===== config.mk =====
export PLATFORM = sky130hd
export DESIGN_NAME = score_engine
export DESIGN_NICKNAME = d
export VERILOG_FILES = /design/src/rtl/score_engine.sv
export SDC_FILE = /design/constraint.sdc
export NUM_CORES = 1
export LEC_CHECK = 0
export ABC_AREA = 1
export BUFFER_PORTS_ARGS = -buffer_cell sky130_fd_sc_hd__buf_2
export CELL_PAD_IN_SITES_DETAIL_PLACEMENT = 1
export CELL_PAD_IN_SITES_GLOBAL_PLACEMENT = 1
export CORE_ASPECT_RATIO = 0.6
export CORE_MARGIN = 2
export CORE_UTILIZATION = 45
export CTS_BUF_LIST = sky130_fd_sc_hd__clkbuf_8
export DETAILED_ROUTE_END_ITERATION = 8
export PLACE_DENSITY_LB_ADDON = 0.15
export SLEW_MARGIN = 20
export SYNTH_ARGS = -nofsm -noshare
export SYNTH_HDL_FRONTEND = slang
export SYNTH_SLANG_ARGS = --single-unit
export TNS_END_PERCENT = 30

===== constraint.sdc =====
create_clock -name clk -period 5.1 [get_ports clk]
set_input_delay 0.765 -clock clk [delete_from_list [all_inputs] [get_ports clk]]
set_output_delay 0.765 -clock clk [all_outputs]
set_load 0.005 [all_outputs]

===== src/rtl/score_engine.sv =====
// Pacman score unit: event FIFO with a registered read stage, ghost-chain points, saturating score, high score.
// Optional SCORE_EXTRA_LIFE_EN macro builds the extra-life threshold detector; otherwise extra_life is tied low.
module score_engine #(
   parameter int SCORE_W         = 24,
   parameter int EVT_DEPTH       = 4,
   parameter int PELLET_PTS      = 10,
   parameter int POWER_PTS       = 50,
   parameter int FRUIT_PTS       = 100,
   parameter int GHOST_BASE      = 200,
   parameter int GHOST_CHAIN_MAX = 4,
   parameter int LIFE_THRESH     = 10000
) (
   input  logic               clk,
   input  logic               reset_n,
   input  logic               enable,
   input  logic               new_game,
   input  logic               evt_valid,
   input  logic [1:0]         evt_type,
   output logic               evt_ready,
   input  logic               chain_clear,
   output logic [SCORE_W-1:0] score,
   output logic [SCORE_W-1:0] high_score,
   output logic               extra_life,
   output logic               fifo_empty
);

   localparam int PTR_W = (EVT_DEPTH > 1) ? $clog2(EVT_DEPTH) : 1;
   localparam int IDX_W = (GHOST_CHAIN_MAX > 1) ? $clog2(GHOST_CHAIN_MAX) : 1;
   // Points can exceed a narrow score width, so the adder is kept at least 33 bits wide.
   localparam int SUM_W = (SCORE_W + 1 > 33) ? SCORE_W + 1 : 33;
   localparam logic [IDX_W-1:0] IDX_MAX   = IDX_W'(GHOST_CHAIN_MAX - 1);
   localparam logic [SUM_W-1:0] SCORE_MAX = {{(SUM_W-SCORE_W){1'b0}}, {SCORE_W{1'b1}}};
   localparam logic [PTR_W:0]   DEPTH_CNT = (PTR_W+1)'(EVT_DEPTH);

   typedef enum logic [1:0] {
      EVT_PELLET = 2'b00,
      EVT_POWER  = 2'b01,
      EVT_FRUIT  = 2'b10,
      EVT_GHOST  = 2'b11
   } evt_t;

   logic [1:0]         mem [EVT_DEPTH];
   logic [PTR_W:0]     wr_ptr_reg, rd_ptr_reg;
   logic [PTR_W:0]     count;
   logic               raw_empty, full;
   logic               push, load, pop, score_evt;
   logic               rd_valid_reg;
   evt_t               rd_type_reg;
   logic [IDX_W-1:0]   idx_reg, idx_next;
   logic [SCORE_W-1:0] score_reg, score_next;
   logic [SCORE_W-1:0] high_reg;
   logic [SUM_W-1:0]   pts, sum;

   assign count      = wr_ptr_reg - rd_ptr_reg;
   assign raw_empty  = (count == '0);
   assign full       = (count == DEPTH_CNT);
   assign evt_ready  = !full && !new_game;
   assign push       = evt_valid && evt_ready;
   // The read stage advances only while the game runs; new_game discards everything in flight.
   assign load       = enable && !new_game;
   assign pop        = load && !raw_empty;
   assign score_evt  = load && rd_valid_reg;
   assign fifo_empty = raw_empty && !rd_valid_reg;

   always_ff @(posedge clk) begin
      if (push) begin
         mem[wr_ptr_reg[PTR_W-1:0]] <= evt_type;
      end
   end

   always_ff @(posedge clk or negedge reset_n) begin
      if (!reset_n) begin
         wr_ptr_reg   <= '0;
         rd_ptr_reg   <= '0;
         rd_valid_reg <= 1'b0;
         rd_type_reg  <= EVT_PELLET;
      end else if (new_game) begin
         wr_ptr_reg   <= '0;
         rd_ptr_reg   <= '0;
         rd_valid_reg <= 1'b0;
      end else begin
         if (push) begin
            wr_ptr_reg <= wr_ptr_reg + 1'b1;
         end
         if (load) begin
            rd_valid_reg <= !raw_empty;
         end
         if (pop) begin
            rd_type_reg <= evt_t'(mem[rd_ptr_reg[PTR_W-1:0]]);
            rd_ptr_reg  <= rd_ptr_reg + 1'b1;
         end
      end
   end

   always_comb begin
      pts = '0;
      case (rd_type_reg)
         EVT_PELLET: pts = SUM_W'(PELLET_PTS);
         EVT_POWER:  pts = SUM_W'(POWER_PTS);
         EVT_FRUIT:  pts = SUM_W'(FRUIT_PTS);
         EVT_GHOST:  pts = SUM_W'(GHOST_BASE) << idx_reg;
         default:    pts = '0;
      endcase
      sum        = {{(SUM_W-SCORE_W){1'b0}}, score_reg} + pts;
      score_next = (sum > SCORE_MAX) ? SCORE_MAX[SCORE_W-1:0] : sum[SCORE_W-1:0];
   end

   // chain_clear outranks the increment of a coincident ghost, which still scores at the old idx.
   always_comb begin
      idx_next = idx_reg;
      if (new_game || chain_clear) begin
         idx_next = '0;
      end else if (score_evt && rd_type_reg == EVT_POWER) begin
         idx_next = '0;
      end else if (score_evt && rd_type_reg == EVT_GHOST && idx_reg < IDX_MAX) begin
         idx_next = idx_reg + 1'b1;
      end
   end

   always_ff @(posedge clk or negedge reset_n) begin
      if (!reset_n) begin
         score_reg <= '0;
         high_reg  <= '0;
         idx_reg   <= '0;
      end else begin
         idx_reg <= idx_next;
         if (new_game) begin
            score_reg <= '0;
         end else if (score_evt) begin
            score_reg <= score_next;
            if (score_next > high_reg) begin
               high_reg <= score_next;
            end
         end
      end
   end

   assign score      = score_reg;
   assign high_score = high_reg;

`ifdef SCORE_EXTRA_LIFE_EN
   localparam logic [SUM_W-1:0] LIFE_VAL = SUM_W'(LIFE_THRESH);

   logic life_flag_reg, extra_life_reg, cross;

   assign cross = !life_flag_reg
                  && ({{(SUM_W-SCORE_W){1'b0}}, score_reg} < LIFE_VAL)
                  && ({{(SUM_W-SCORE_W){1'b0}}, score_next} >= LIFE_VAL);

   always_ff @(posedge clk or negedge reset_n) begin
      if (!reset_n) begin
         life_flag_reg  <= 1'b0;
         extra_life_reg <= 1'b0;
      end else if (new_game) begin
         life_flag_reg  <= 1'b0;
         extra_life_reg <= 1'b0;
      end else begin
         extra_life_reg <= score_evt && cross;
         if (score_evt && cross) begin
            life_flag_reg <= 1'b1;
         end
      end
   end

   assign extra_life = extra_life_reg;
`else
   assign extra_life = 1'b0;
`endif

endmodule


After elaboration in Yosys (flattened, before gate mapping) --
Memories as Yosys holds them, arrays and structs flattened. A register that Yosys moved wholly into a read port is not among the register bits. Cells that the tools add are included.
Operators by class: div/mod/pow operators 0, magnitude comparators 3, shift operators 1, $mul 0, equal/unequal tests 4, reductions and logical operators 24, multiplexer cells 15, bitwise operators 1, $add $sub $neg 5
Operator list (count):
- one-hot mux 33 bit (4 select lines) | 1
- 2-to-1 mux 24 bit | 3
- adder 24 x 33 -> 33 bit | 1
- > comparator 33 x 24 -> 1 bit, second input constant | 1
- << shifter 8 x 2 -> 33 bit, first input constant | 1
- > comparator 24 bit | 1
- 2-to-1 mux 3 bit | 4
- logical AND 1 bit | 9
- nonzero test 2 bit | 4
- adder 3 x 1 -> 3 bit, second input constant | 2
- 2-to-1 mux 2 bit | 3
- logical NOT 1 bit | 5
- == test 2 bit, second input constant | 2
- 2-to-1 mux 1 bit | 4
- == test 3 bit, second input constant | 1
- logical NOT 3 bit | 1
- AND reduction 3 bit | 1
- nonzero test 3 bit | 1
- subtractor 3 bit | 1
- adder 2 x 1 -> 2 bit, second input constant | 1
- == test 2 x 1 -> 1 bit, second input constant | 1
- logical NOT 2 bit | 1
- less-than comparator 2 bit, second input constant | 1
- AND reduction 2 bit | 1
- 2 further kinds | 2
Word-level totals: bits in writable memories 8, bits in read-only memories 0, output and inout port bits 51, register bits 57, memories kept 1, bits in latches 0
Memory list:
- mem | words 4, width 2, read ports 1, clocked after memory_dff 1, write ports 1, line 42 | logic [1:0] mem [EVT_DEPTH];

Depth between registers and ports, before layout --
Gate-level depths: netlist (run 1).
word-level depth 8, gate-level depth with buffers 29, depth with buffers taken out 28

Least setup slack after synthesis (run 1) --
No wires, ideal clock.
path kind reg2reg, from reg idx_reg[1], to reg high_reg[0] (netlist: high_score[0]), path slack 1.808 ns, path buffers 2, cell stages (with the launch flop) 26, period minus slack after synthesis 3.292 ns, arrival 3.227 ns, data required time 5.035 ns, cells stage by stage dfrtp_1 > inv_1 > ha_1 > o21a_1 > ha_1 > nand2_1 > nand3_1 > nand2_1 > nand2_1 > nand2_1 > nand2_2 > inv_2 > buf_8 > nand3_4 > ha_1 > nand2_1 > nor2_1 > inv_1 > nor3_1 > nand3b_1 > nand2_1 > inv_1 > nand2_2 > buf_6 > nand2_1 > nand2_1
Between the ends: word-level cells in the longest chain between the ends 7
Ends and longest elaborated chain:
- start: declaration | line 49 | logic [IDX_W-1:0] idx_reg, idx_next;
- start signal: assignment | line 126 | idx_reg <= idx_next;
- << shifter 8 x 2 -> 33 bit (*) | line 101 | EVT_GHOST: pts = SUM_W'(GHOST_BASE) << idx_reg;
- one-hot mux 33 bit (4 select lines) (*) | line 97 | case (rd_type_reg)
- adder 24 x 33 -> 33 bit (*) | line 104 | sum = {{(SUM_W-SCORE_W){1'b0}}, score_reg} + pts;
- > comparator 33 x 24 -> 1 bit | line 105 | score_next = (sum > SCORE_MAX) ? SCORE_MAX[SCORE_W-1:0] : sum[SCORE_W-1:0];
- 2-to-1 mux 24 bit (*) | line 105
- via score_next[12] | line 50 | logic [SCORE_W-1:0] score_reg, score_next;
- > comparator 24 bit (*) | line 131 | if (score_next > high_reg) begin
- AND reduction 3 bit (no source line) (*)
- end signal: assignment | line 132 | high_reg <= score_next;
- end: declaration | line 51 | logic [SCORE_W-1:0] high_reg;
Mark *: on every way through the listed nets, which the timed path passes. The rest lies on a longest branch. A chain may end at the register's enable or synchronous reset.

Worst setup path after layout (run 1) --
from reg rd_type_reg[1] (read register of mem), to reg high_reg[9] (netlist: high_score[9])
Between the ends: word-level cells in the longest chain between the ends 7, elaborated cells between the ends (all ways) 10, classes of those cells 1 x add/sub; 2 x order compare; 3 x eq/ne; 2 x mux; 2 x reduce/logical
Ends and longest elaborated chain:
- start: declaration | line 48 | evt_t rd_type_reg;
- == test 2 bit (tied with other cells) | line 97
- one-hot mux 33 bit (4 select lines) (*) | line 97
- adder 24 x 33 -> 33 bit (*) | line 104
- > comparator 33 x 24 -> 1 bit | line 105
- 2-to-1 mux 24 bit (*) | line 105
- via score_next[13] | line 50
- > comparator 24 bit (*) | line 131
- AND reduction 3 bit (no source line) (*)
Marked as above.

==> results of run 1 <==
path summary, 6_finish.rpt:
kind,startpoint,endpoint,cells past startpoint
worst min register to register,high_score[1],high_score[1],2
min in group asynchronous,reset_n,wr_ptr_reg[0],2
worst min-delay path,high_score[1],high_score[1],2
max in group asynchronous,reset_n,score[13],2
worst max register to register,rd_type_reg[1],high_score[9],23
worst max-delay path,rd_type_reg[1],high_score[9],23
cell usage after synthesis, drive strengths merged:
cell	instances	area, µm²
a211oi	1	7.51
a21boi	1	7.51
a21o	2	15.0
a21oi	15	75.1
and2	3	18.8
buf	7	65.1
clkbuf	3	11.3
conb	1	3.75
dfrtp	59	1480
edfxtp	8	240
fa	1	20.0
ha	46	576
inv	107	402
nand2	295	1150
nand3	44	250
nand3b	5	37.5
nand4	10	62.6
nor2	59	239
nor3	7	51.3
nor4	1	6.26
o21a	1	7.51
o21ai	17	85.1
o21bai	2	15.0
o22ai	2	12.5
o31ai	1	7.51
or2	2	12.5
xnor2	8	70.1
xor2	4	35.0
layer usage:
metal,GRT usage,vias to the layer above,part of all wire
met4,0.0582,0,0.012
met2,0.423,126,0.41
met5,0,-,0
met1,0.454,2385,0.52
li1,-,2321,-
met3,0.0508,21,0.058
cell families after synthesis:
family / Yosys count / synth area share
compound gates: 42 / 0.0469
xor+xnor: 12 / 0.0212
fa+ha+maj: 47 / 0.120
buf+inv: 117 / 0.0964
flops: 67 / 0.346
other cells: 1 / 0.000756
simple gates: 426 / 0.369
critical path: cells and delay by family (launching register included):
| kind | cells | cell delay, ns |
|---|---|---|
| AOI/OAI and AO/OA | 2 | 0.27 |
| adders and majority gates | 2 | 0.74 |
| buffers and inverters | 2 | 0.51 |
| DFF | 1 | 0.39 |
| and+or+nand+nor | 17 | 2.70 |
cell usage in the layout, fill, tap and decap left out, drive strengths merged, types with 5 or more instances in the layout:
master	instances
nor3	7
nand3b	5
a21oi	15
buf	60
edfxtp	8
ha	46
nand4	10
inv	110
xnor2	8
nand3	44
dfrtp	59
clkbuf	10
nand2	295
o21ai	17
nor2	59
stage by stage:
stage                     setup WS [ns]   util  hold WS [ns]  cells  total power (µW)
after CTS                         0.471  0.520         0.517    916              2130
after global placement            0.732  0.505         0.480    901              1640
final                             0.417  0.520         0.511    916              2140
after global routing             0.0502  0.520         0.538    916              2320
after detailed placement          0.516  0.505         0.498    901              1720
after floorplan                    1.81      -         0.469    712              1390
layout make-up:
| class | instances | area [µm²] | area share |
|---|---|---|---|
| clock buffers | 10 | 138 | 0.0249 |
| clock inverters | 5 | 23.8 | 0.00430 |
| inverters | 107 | 402 | 0.0726 |
| multi-input cells | 528 | 2770 | 0.501 |
| flip-flops and latches | 67 | 1720 | 0.310 |
| well taps | 139 | 174 | 0.0314 |
| repair buffers | 60 | 308 | 0.0556 |
power groups by stage:
| stage | clock network (µW) | registers, µW | logic [µW] |
|---|---|---|---|
| 2_1_floorplan | 0 | 678 | 708 |
| 3_3_place_gp | 0 | 692 | 951 |
| 3_5_place_dp | 0 | 696 | 1030 |
| 4_1_cts | 407 | 686 | 1040 |
| 5_1_grt | 434 | 699 | 1190 |
| 6_report | 402 | 687 | 1050 |
==> flow_metrics.tcl, run 1 <==
set metrics [dict create \
    worstPathRequired_ns 5.39 \
    switching_share 0.458 \
    design_area_um2 5530 \
    tightest_slew_ns 0.806 \
    cts_sinks 67 \
    die_x_um 140 \
    antenna_found_initial 0 \
    p_int_uw 1160 \
    portBuffers 57 \
    wirelength_um 16500 \
    slew_violations 0 \
    cts_tree "done" \
    max_slew_margin 0.463 \
    yosys_warnings 0 \
    finClkSkew_ns 0.0181 \
    fin_nets 828 \
    cts_hold_buf 0 \
    drc 0 \
    period_share 0.918 \
    max_stage_delay_ns 0.45 \
    fmax_ghz 0.214 \
    critPathKind "reg -> reg" \
    vias_per_cell 5.30 \
    crit_path_top_delay_cell "nor2_4" \
    rsz0062_at_grt "false" \
    powerDensity_nw_per_um2 387 \
    synthToLayoutAreaGrowth_pct 11.5 \
    n_fill_cell 1455 \
    clk_path_buf_depth 2 \
    timing.setup.tns_ns 0 \
    cts_inserted_buffers 9 \
    combPwrFrac 0.492 \
    cp-end-kind "flip-flop" \
    track_usage 0.292 \
    grt_overflow_total 0 \
    place_congestion 0.961 \
    path_cells "inv_1 > nor2_1 > nor2_1 > o21a_1 > ha_1 > nand2_1 > nand3_1 > nand2_1 > nand2_1 > nand2_1 > nand2_2 > inv_2 > nand3_1 > ha_1 > nand2_1 > nor2_1 > and2_1 > nand2_1 > a21oi_1 > nor2_1 > nor2_4 > nand2_1 > nand2_1" \
    grt_pass1_vias 4903 \
    worstPathArrival_ns 4.98 \
    grt_max_degree 60 \
    p_clk_frac 0.188 \
    drive_gt1_frac 0.121 \
    min_path_type "reg -> reg" \
    outcome "finished clean" \
    drv_cap 0 \
    power.switching_uw 981 \
    start_kind "flip-flop" \
    worstPathMaxFanout 24 \
    n_antenna_cell 0 \
    postCtsSetupRepairBufs 0 \
    p_seq_frac 0.321 \
    cts_root_buffer "clkbuf_8" \
    core_um2 10600 \
    synth-seq-area-share 0.346 \
    num_vias 4853 \
    ys_types 41 \
    place_area_um2 5370 \
    grt_pass1_wl_um 26500 \
    die-area_um2 11900 \
    detail-route-antenna-nets 0 \
    first_pass_iters 4 \
    cts_resized 0 \
    start_util 0.467 \
    path_common_cell "nand2_1" \
    period_minus_slack_ns 4.68 \
    first_iter_violations 367 \
    rows 29 \
    insertion_delay_ns 0.37 \
    ioPinCount 59 \
    synthesis.nets 767 \
    final-setup-viol-count 0 \
    wl_per_cell_um 18.0 \
    synthCells 712 \
    synth_area_um2 4960 \
    fp.dieH_um 85.3 \
    dpl.hpwl_um 13100 \
    ys_ff_latch 67 \
    finalHoldViolCount 0 \
    ir_drop_mv 0.233 \
    p_leak_uw 0.00322 \
    h-tree-depth 3 \
    postSynthAreaPerCell_um2 6.97 \
    rrSetupSlack_ns 0.42 \
    clk_pin_slew_ns 0.08 \
]
(Power assumes the default switching activity.)
==> run 2, diff against run 1 <==
BUFFER_PORTS_ARGS = -buffer_cell sky130_fd_sc_hd__buf_4   (was -buffer_cell sky130_fd_sc_hd__buf_2)
==> run 2 against run 1 <==
Net effect: first-iteration DRC count decreased by 37%; wire length decreased by 2.3%; worst setup slack improved by 0.024 ns; hold slack got worse by 0.027 ns; largest power group unchanged; largest cell class unchanged; flip-flop and latch count unchanged; power increased by 5.8%.
==> flow_metrics.tcl, run 2 (same netlist as run 1, synthesis figures left out) <==
set metrics [dict create \
    outcome "finished clean" \
    min_path_type "in -> async" \
    grt_pass1_wl_um 26600 \
    critPathLaunch "rd_type_reg[1]" \
    fmax_ghz 0.215 \
    timing.setup.tns_ns 0 \
    finalHoldViolCount 0 \
    critPathCapture "high_score[10]" \
    layout_commonest_cell "nand2_1" \
    place_congestion 0.927 \
    cts_hold_buf 0 \
    worstPathRequired_ns 5.39 \
    finClkSkew_ns 0.00794 \
    die_x_um 140 \
    grt_overflow_total 0 \
    n_antenna_cell 0 \
    tightest_slew_ns 0.794 \
    rsz0062_at_grt "false" \
    wl_met1_um 8040 \
    cts_sinks 67 \
    slew_violations 0 \
    max_slew_margin 0.470 \
    die-area_um2 11900 \
    cp-end-kind "flip-flop" \
    ir_drop_mv 0.195 \
    antenna_found_initial 0 \
    fp.dieH_um 85.3 \
    start_util 0.467 \
    drive_gt1_frac 0.121 \
    num_vias 4848 \
    final-instance-count-excl-fill 915 \
    dr_wl_met3_um 974 \
    post-place-cells 900 \
    cts_tree "done" \
    cts_root_buffer "clkbuf_8" \
    cts_inserted_buffers 9 \
    drv_cap 0 \
    portBuffers 57 \
    worstPathArrival_ns 4.95 \
    fin_nets 827 \
    path_cells "inv_1 > nor2_1 > nor2_1 > o21a_1 > ha_1 > nand3_1 > nand3_1 > nand2_1 > nand2_1 > nand2_1 > nand2_2 > inv_2 > nand3_1 > ha_1 > nand2_1 > nor2_1 > inv_1 > nor3_1 > nand3b_1 > nand2_1 > inv_1 > nand2_2 > nand2_1 > nand2_1" \
    track_usage 0.289 \
    h-tree-depth 3 \
    top_layer_used "met4" \
    cts_resized 0 \
    ioPinCount 59 \
    clk_pin_slew_ns 0.08 \
    start_kind "flip-flop" \
    synthToLayoutAreaGrowth_pct 15.3 \
    period_minus_slack_ns 4.66 \
    p_leak_uw 0.00323 \
    wl_per_cell_um 17.6 \
    drc 0 \
    critPathKind "reg -> reg" \
    period_share 0.914 \
    worstPathMaxFanout 24 \
    rr_worst_depth 24 \
    clk_path_buf_depth 2 \
    r2r_start "rd_type_reg[1]" \
    vias_per_cell 5.30 \
    final_cell_mix "284 x nand2_1, 108 x inv_1, 59 x dfrtp_1, 59 x buf_4, 56 x nor2_1" \
    first_pass_iters 4 \
    r2r-end "high_score[10]" \
    wirelength_um 16100 \
    first_iter_violations 231 \
    core_um2 10600 \
    path_common_cell "nand2_1" \
    detail-route-antenna-nets 0 \
    max_stage_delay_ns 0.39 \
    powerDensity_nw_per_um2 397 \
    postCtsSetupRepairBufs 0 \
    met2_length_um 6960 \
    rrSetupSlack_ns 0.44 \
    dpl.hpwl_um 12800 \
    final-setup-viol-count 0 \
    grt_pass1_vias 5077 \
    grt_max_degree 60 \
    crit_path_top_delay_cell "dfrtp_1" \
    insertion_delay_ns 0.36 \
    rows 29 \
]
## run 2: worst min-delay path by stage
stage	start	endpoint	slack, ns	cells past startpoint
after detailed placement	high_score[20]	high_score[20]	0.50	2
after floorplan	reset_n	high_score[0]	0.47	0
final	reset_n	wr_ptr_reg[1]	0.48	1
after global placement	high_score[12]	high_score[12]	0.49	2
after global routing	reset_n	wr_ptr_reg[0]	0.54	1
after CTS	reset_n	wr_ptr_reg[1]	0.51	1
## run 2: per-layer routing
layer / up-vias / track usage
met2: 95 / 0.442
met5: - / 0
met3: 15 / 0.0672
met4: 0 / 0.0600
met1: 2409 / 0.420
li1: 2329 / -
## run 2: layout make-up
class | instances | area (µm²)
Tap cell | 139 | 174
Fill cell | 1452 | 4910
Sequential cell | 67 | 1720
Timing Repair Buffer | 59 | 443
Clock buffer | 11 | 151
Inverter | 107 | 402
Multi-Input combinational cell | 528 | 2770
Clock inverter | 4 | 67.6
## run 2: critical path, delay by kind of cell (launching register included)
kind / cells / cell delay (ns)
DFF: 1 / 0.39
buffers and inverters: 4 / 0.62
adders and majority gates: 2 / 0.72
AOI/OAI and AO/OA: 1 / 0.15
and+or+nand+nor: 17 / 2.69
## run 2: per-stage QoR
step           power (µW)  utilization  setup slack, ns  hold WS, ns  area [µm²]
4_1_cts              2280        0.538            0.451        0.508        5720
5_1_grt              2450        0.538           0.0476        0.537        5720
3_3_place_gp         1680        0.517            0.724        0.489        5500
2_1_floorplan        1390            -             1.81        0.469        4960
6_report             2270        0.538            0.440        0.484        5720
3_5_place_dp         1760        0.517            0.516        0.496        5500
## run 2: report_power, final
group	total [µW]	switching, µW	internal, µW
combinational	1070	676	392
clock	508	212	296
sequential	692	79.6	613
==> run 3, diff against run 2 <==
==> constraint.sdc (replaced) <==
create_clock -name clk -period 5.1 [get_ports clk]
set_input_delay 0.255 -clock clk [delete_from_list [all_inputs] [get_ports clk]]
set_output_delay 0.255 -clock clk [all_outputs]
set_load 0.005 [all_outputs]
==> run 3 against run 2 <==
Net effect: non-clock buffer count up 1; combinational power about the same; sequential share of layout area shrank 0.052 points; via count grew 0.12%; utilization increased by 0.094 points; register-to-register slack about the same; cell count up 0.11%; maximum frequency barely moved; critical path depth did not move; sequential power barely moved; highest routed layer unchanged.
==> flow_metrics.tcl, run 3 (same netlist as run 1, synthesis figures left out) <==
set metrics [dict create \
    powerDensity_nw_per_um2 396 \
    finalHoldViolCount 0 \
    ir_drop_mv 0.200 \
    max_slew_margin 0.467 \
    path_cells "inv_1 > nor2_1 > nor2_1 > o21a_1 > ha_1 > nand3_1 > nand3_1 > nand2_1 > nand2_1 > nand2_1 > nand2_2 > inv_2 > nand3_1 > ha_1 > nand2_1 > nor2_1 > inv_1 > nor3_1 > nand3b_1 > nand2_1 > inv_1 > nand2_2 > nand2_1 > nand2_1" \
    final-setup-viol-count 0 \
    vias_per_cell 5.30 \
    hold_depth 2 \
    rows 29 \
    place_area_um2 5500 \
    slew_violations 0 \
    portBuffers 57 \
    cts_tree "done" \
    wirelength_um 16100 \
    timing.setup.tns_ns 0 \
    drc 0 \
    start_kind "flip-flop" \
    max_stage_delay_ns 0.39 \
    worstPathArrival_ns 4.95 \
    die-area_um2 11900 \
    core_um2 10600 \
    final_cell_mix "284 x nand2_1, 108 x inv_1, 59 x dfrtp_1, 59 x buf_4, 56 x nor2_1" \
    num_vias 4854 \
    min_path_type "in -> reg" \
    h-tree-depth 3 \
    critPathKind "reg -> reg" \
    n_fill_cell 1450 \
    drv_cap 0 \
    final-instance-count-excl-fill 916 \
    ioPinCount 59 \
    track_usage 0.289 \
    cts_resized 0 \
    n_antenna_cell 0 \
    clk_path_buf_depth 2 \
    grt_pass1_vias 5082 \
    period_minus_slack_ns 4.66 \
    synthToLayoutAreaGrowth_pct 15.5 \
    layout_commonest_cell "nand2_1" \
    cts_inserted_buffers 9 \
    worstPathRequired_ns 5.39 \
    crit_path_top_delay_cell "dfrtp_1" \
    outcome "finished clean" \
    worstPathMaxFanout 24 \
    start_util 0.467 \
    insertion_delay_ns 0.36 \
    clk_pin_slew_ns 0.07 \
    place_ws_ns 0.516 \
    path_buf_inv 4 \
    design_area_um2 5730 \
    place_congestion 0.927 \
    antenna_found_initial 0 \
    grt_pass1_wl_um 26700 \
    tightest_slew_ns 0.799 \
    crit_cells 24 \
    grt_max_degree 60 \
    dr_wl_met3_um 965 \
    cp-end-kind "flip-flop" \
    met2_length_um 6920 \
    path_common_cell "nand2_1" \
    detail-route-antenna-nets 0 \
    grt_overflow_total 0 \
    fin_ws_ns 0.444 \
    drive_gt1_frac 0.121 \
    fmax_ghz 0.215 \
    rr_worst_depth 24 \
    rrSetupSlack_ns 0.44 \
    die_x_um 140 \
    cts_sinks 67 \
    finClkSkew_ns 0.00819 \
    dpl.hpwl_um 12800 \
    wl_per_cell_um 17.6 \
    top_layer_used "met4" \
    period_share 0.913 \
    post-place-cells 900 \
    wl_met1_um 8070 \
    rsz0062_at_grt "false" \
    fin_nets 828 \
    first_pass_iters 5 \
    p_leak_uw 0.00324 \
    fin_util 0.539 \
    cts_root_buffer "clkbuf_8" \
    critPathTopFamily "simple AND/OR/NAND/NOR gates" \
    first_iter_violations 299 \
    fp.dieH_um 85.3 \
]
-- run 3: cell count changes in the layout (fill, tap and decap cells not counted), sizes merged --
cell / before / now
dlygate4sd3: 0 / 1
-- run 3: layout make-up --
type	instances	area, µm²	share of cell area
inverter	107	402	0.0701
tap	139	174	0.0304
sequential	67	1720	0.300
timing repair buffer	60	453	0.0791
clock inverter	4	67.6	0.0118
multi-input combinational	528	2770	0.483
clock buffer	11	151	0.0264
-- run 3: through the flow --
stage / hold WS [ns] / total power (µW)
floorplan: -0.0406 / 1390
global placement: 0.382 / 1680
detailed placement: 0.397 / 1760
CTS: 0.101 / 2280
global route: 0.0993 / 2450
finish: 0.113 / 2270
-- run 3: final timing paths --
path                           startpoint              to
max reg2reg                rd_type_reg[1]  high_score[10]
max in group asynchronous         reset_n       score[17]
min reg2reg                high_score[20]  high_score[20]
min in group asynchronous         reset_n   wr_ptr_reg[2]
max                        rd_type_reg[1]  high_score[10]
min                                enable    rd_valid_reg
-- run 3: repair_timing --
item / in CTS / in global routing
setup endpoints to repair: 0 / 0
hold endpoints to repair: 3 / 0
setup buffers: 0 / 0
hold buffers: 1 / 0
-- run 3: routing by layer --
metal	vias up	track usage
met5	-	0
met4	0	0.0600
met3	16	0.0672
met2	113	0.442
met1	2396	0.420
li1	2329	-
-- run 3: report_power, final --
group / total, µW / leakage, µW / internal (µW) / switching (µW)
clock: 507 / 0.000118 / 296 / 211
combinational: 1070 / 0.00224 / 392 / 675
sequential: 693 / 0.000879 / 613 / 80.3
